File: config.mk
export PLATFORM = sky130hd
export DESIGN_NAME = gol_board_arbiter
export DESIGN_NICKNAME = d
export VERILOG_FILES = /design/src/rtl/gol_board_arbiter.sv
export SDC_FILE = /design/constraint.sdc
export NUM_CORES = 1
export LEC_CHECK = 0
export CAP_MARGIN = 10
export CORE_ASPECT_RATIO = 0.5
export CORE_MARGIN = 10
export CORE_UTILIZATION = 25
export DETAILED_ROUTE_END_ITERATION = 6
export PLACE_DENSITY_LB_ADDON = 0.05
export SETUP_SLACK_MARGIN = 0.3
export SLEW_MARGIN = 20
export SYNTH_ARGS = -nofsm -noshare
export SYNTH_HDL_FRONTEND = slang
export SYNTH_SLANG_ARGS = --single-unit
File: constraint.sdc
create_clock -name clk -period 3.45 [get_ports clk]
set_clock_uncertainty 0.2 [all_clocks]
set_input_delay 0.69 -clock clk [delete_from_list [all_inputs] [get_ports clk]]
set_output_delay 0.69 -clock clk [all_outputs]
set_load 0.01 [all_outputs]
File: src/rtl/gol_board_arbiter.sv
// gol_board_arbiter: single-port board RAM arbiter (display first, upd/wr round-robin with starvation override)
module gol_board_arbiter #(
  parameter int ADDR_W   = 8,
  parameter int MAX_WAIT = 4
) (
  input  logic              clk,
  input  logic              reset,
  input  logic              disp_req,
  input  logic [ADDR_W-1:0] disp_addr,
  output logic              disp_gnt,
  output logic              disp_rvalid,
  input  logic              upd_req,
  input  logic [ADDR_W-1:0] upd_addr,
  output logic              upd_gnt,
  output logic              upd_rvalid,
  input  logic              wr_req,
  input  logic [ADDR_W-1:0] wr_addr,
  input  logic              wr_data,
  output logic              wr_gnt,
  output logic              rdata,
  output logic              mem_en,
  output logic              mem_we,
  output logic [ADDR_W-1:0] mem_addr,
  output logic              mem_wdata,
  input  logic              mem_rdata,
  output logic              disp_miss,
  output logic [15:0]       miss_count
);
  localparam logic [3:0] MW = 4'(MAX_WAIT);
  logic [3:0]  upd_wait_q, upd_wait_d, wr_wait_q, wr_wait_d;
  logic        rr_q, rr_d;
  logic        disp_rvalid_q, disp_rvalid_d, upd_rvalid_q, upd_rvalid_d;
  logic [15:0] miss_count_q, miss_count_d;
  logic        upd_starve, wr_starve, starve, pick_upd;
  // rr_q == 0 prefers upd; starvation only counts while the requester is still asking
  always_comb begin
    upd_starve    = upd_req && upd_wait_q == MW;
    wr_starve     = wr_req && wr_wait_q == MW;
    starve        = upd_starve || wr_starve;
    pick_upd      = upd_req && (!wr_req || !rr_q);
    disp_gnt      = !reset && disp_req && !starve;
    upd_gnt       = !reset && (starve ? upd_starve && (!wr_starve || !rr_q) : !disp_req && pick_upd);
    wr_gnt        = !reset && (starve ? !(upd_starve && (!wr_starve || !rr_q)) : !disp_req && wr_req && !pick_upd);
    rr_d          = upd_gnt ? 1'b1 : wr_gnt ? 1'b0 : rr_q;
    upd_wait_d    = (!upd_req || upd_gnt) ? 4'd0 : upd_wait_q == MW ? MW : upd_wait_q + 4'd1;
    wr_wait_d     = (!wr_req || wr_gnt) ? 4'd0 : wr_wait_q == MW ? MW : wr_wait_q + 4'd1;
    mem_en        = disp_gnt || upd_gnt || wr_gnt;
    mem_we        = wr_gnt;
    mem_addr      = disp_gnt ? disp_addr : upd_gnt ? upd_addr : wr_gnt ? wr_addr : '0;
    mem_wdata     = wr_gnt && wr_data;
    disp_miss     = disp_req && !disp_gnt;
    miss_count_d  = (disp_miss && miss_count_q != 16'hFFFF) ? miss_count_q + 16'd1 : miss_count_q;
    disp_rvalid_d = disp_gnt;
    upd_rvalid_d  = upd_gnt;
  end
  always_ff @(posedge clk or posedge reset) begin
    if (reset) begin
      upd_wait_q    <= '0;
      wr_wait_q     <= '0;
      rr_q          <= 1'b0;
      disp_rvalid_q <= 1'b0;
      upd_rvalid_q  <= 1'b0;
      miss_count_q  <= '0;
    end else begin
      upd_wait_q    <= upd_wait_d;
      wr_wait_q     <= wr_wait_d;
      rr_q          <= rr_d;
      disp_rvalid_q <= disp_rvalid_d;
      upd_rvalid_q  <= upd_rvalid_d;
      miss_count_q  <= miss_count_d;
    end
  end
  assign disp_rvalid = disp_rvalid_q;
  assign upd_rvalid  = upd_rvalid_q;
  assign miss_count  = miss_count_q;
  assign rdata       = mem_rdata;
endmodule

==> run metrics <==
status=completed; Syn Inst Count=about 160; most frequent cells after synthesis=dfrtp_1 (27), nor3_1 (15), xor2_1 (13); initial antenna violation count=0; initial detailed-routing violation count=74; P per Cell Area=around 410 mW/mm2; final period utilization=89.3%; pin count of the biggest net entering global routing=28; top_reg_cell synth=dfrtp_1; row count=20; Crit Path Max Fanout=6; DIE WIDTH=133 um; setup_tns=0 ps; io pins=65; leakage power=approximately 0.0012 uW; Post-synth EDFFs=0; required time worst endpoint=around 2600 ps; CP startpoint kind=primary input; Avg Synthesized Cell Area=between 10 and 15 um2; fin util=a little over two fifths; relative slew slack=roughly two thirds; CTS tree=built; most area-consuming cells after synthesis=dfrtp_1 (42%), xor2_1 (7.1%), a221o_1 (5.0%); Vias=around 1500; Stages on worst setup path=7; Post-CTS Hold Buffers=0; Critical-path top delay cell=a211oi_4; vias in the first global route=~1600; first-pass GRT wire length=approximately 8.0 mm; ant diodes=0; IO buf count=62; H-tree Lvls=1; RSZ-0062 raised after global routing=true; critical path's largest stage delay=360 ps; die area=0.0102 mm2; wire per inst=about 15 um; RD Place Congestion=0.731; syn_nets=192; post-layout min period=between 3000 and 4000 ps; Yosys top cell area share=between 40% and 50%; GRT Total Usage=9.38%; Worst EP arrival=roughly 2200 ps; total grt overflow=0; latest clock arrival within the worst-skew pair=~270 ps; nature of the critical path endpoint=output pin; HPWL Detailed=roughly 3.7 mm; CP cell instances=clkdlybuf4s15_1 -> and4b_2 -> a211oi_4 -> or3_4 -> inv_2 -> or3_1 -> buf_2; Via density=between 4 and 5; Pre-antenna DRT Iters=4; synthesized area=approximately 0.0016 mm2; reg-to-reg slack, setup=about 1200 ps; final antenna-violating net count=0; flops & latches, synth=27; Core ar.=around 0.006 mm2; Die Y=76.6 um; asr flop ratio synth=100%; Root Driver=clkbuf_16; Slew Limit Fails=0; WL final=between 4 and 5 mm; VDD IR-drop max=0.163 mV; Yosys cell types=37; R2R cell count=8; Place WS=-331 ps; Max Clk Rate=around 320 MHz; TritonCTS Buffers=3; clock buffer depth=2; Crit Path Class=primary input to output pin; WHS Path Cells=1; share of cells above drive strength 1=a little over a quarter; Final Hold Fails=0; Worst Setup Slack, final=371 ps; final count of negative-setup-slack endpoints=0; synthesis-to-layout area growth=65.3%; drt drc=0; Worst-Margin Slew=471 ps; Initial Util=approximately a quarter; register area share after synthesis=between 40% and 50%; clock slew at reported path FFs=~70 ps; MaxCap Viol Count=0; CP bufs+invs=3; Syn. warnings=0; most frequent cell after synthesis=dfrtp_1; CP delay by family, top=simple AND/OR/NAND/NOR gates; clock sinks=27; HP Class=flop to flop; total power=around 1100 uW; # nets final=279; Synth area leader=dfrtp_1
kinds of logic (layout without fill, tap and decap cells):
| family | count (synthesis) | count (layout) | share of synthesized area (%) |
|---|---|---|---|
| and+or+nand+nor | 69 | 69 | 27.0 |
| DFF | 27 | 27 | 42.2 |
| AOI/OAI and AO/OA | 21 | 21 | 12.3 |
| buffers and inverters | 18 | 104 | 5.31 |
| xor gates and xnor gates | 13 | 13 | 7.11 |
| adders and majority gates | 5 | 5 | 3.91 |
| muxes | 3 | 3 | 2.11 |
power by group:
group	total [uW]	switching (uW)	internal [uW]
logic	364	152	212
registers	432	64.1	368
clock network	279	120	158
layer usage:
metal  share of wire (%)  up-vias  routed length, um  GRT usage, %
met3                 9.9        4                482          4.67
met2                  44       45               2140          14.6
met5                   0        -                  0             0
met1                  45      730               2180          11.3
met4                 1.0        0                 49          2.27
li1                    -      753                  -             -
worst paths after layout:
check,start,endpoint
worst max-delay path,upd_req,mem_en
worst min-delay path,miss_count[7],miss_count[7]
worst max register to register,upd_wait_q[1],miss_count[14]
worst min register to register,miss_count[7],miss_count[7]
max in group asynchronous,reset,miss_count[10]
min in group asynchronous,reset,rr_q
metrics by stage:
step                      std cells  hold WS [ps]  instance area, um2
after floorplan                 156           260                1600
after global placement          319           279                2460
after detailed placement        319           295                2460
after CTS                       328           308                2600
after global routing            330           340                2650
final                           330           305                2650
repair_timing:
item,in CTS,in global routing
gates resized for setup,59,10
endpoints found under the setup margin,15,11
pin swaps,7,8
setup buffers,5,2
final cells by class:
type                    count  area (um2)
fillers                   638        3480
multi-input cells         111         931
repair buffers             89         807
flip-flops and latches     27         676
well taps                  88         110
clock buffers               3        75.1
inverters                  11        41.3
clock inverters             1        7.51
placed cells by master (no fill, tap or decap), types with 4 or more instances in the layout:
cell / Yosys / final
nor3_1: 15 / 15
xor2_1: 13 / 13
a221o_1: 8 / 8
nor4b_2: 0 / 6
and4_1: 4 / 4
inv_2: 1 / 5
clkdlybuf4s50_1: 0 / 44
dlygate4sd2_1: 0 / 5
buf_4: 2 / 23
inv_1: 10 / 6
nand3_1: 8 / 8
buf_2: 2 / 9
dfrtp_1: 27 / 27
nand2b_1: 4 / 4
nand2_1: 8 / 8
flip-flops by register name, indices dropped and copies added (netlist names):
| signal | cells |
|---|---|
| rr_q | 1 |
| upd_wait_q | 4 |
| upd_rvalid | 1 |
| wr_wait_q | 4 |
| disp_rvalid | 1 |
| miss_count | 16 |
worst register-to-register path, delay by kind of cell, from the launching register on:
| family | cells | cell delay (ps) |
|---|---|---|
| flip-flops | 1 | 380 |
| AO/OA/AOI/OAI | 1 | 70 |
| multiplexers | 1 | 360 |
| buffers and inverters | 3 | 470 |
| adder cells (fa/ha/maj) | 1 | 140 |
| AND/OR/NAND/NOR | 2 | 560 |
(Power assumes the default switching activity.)
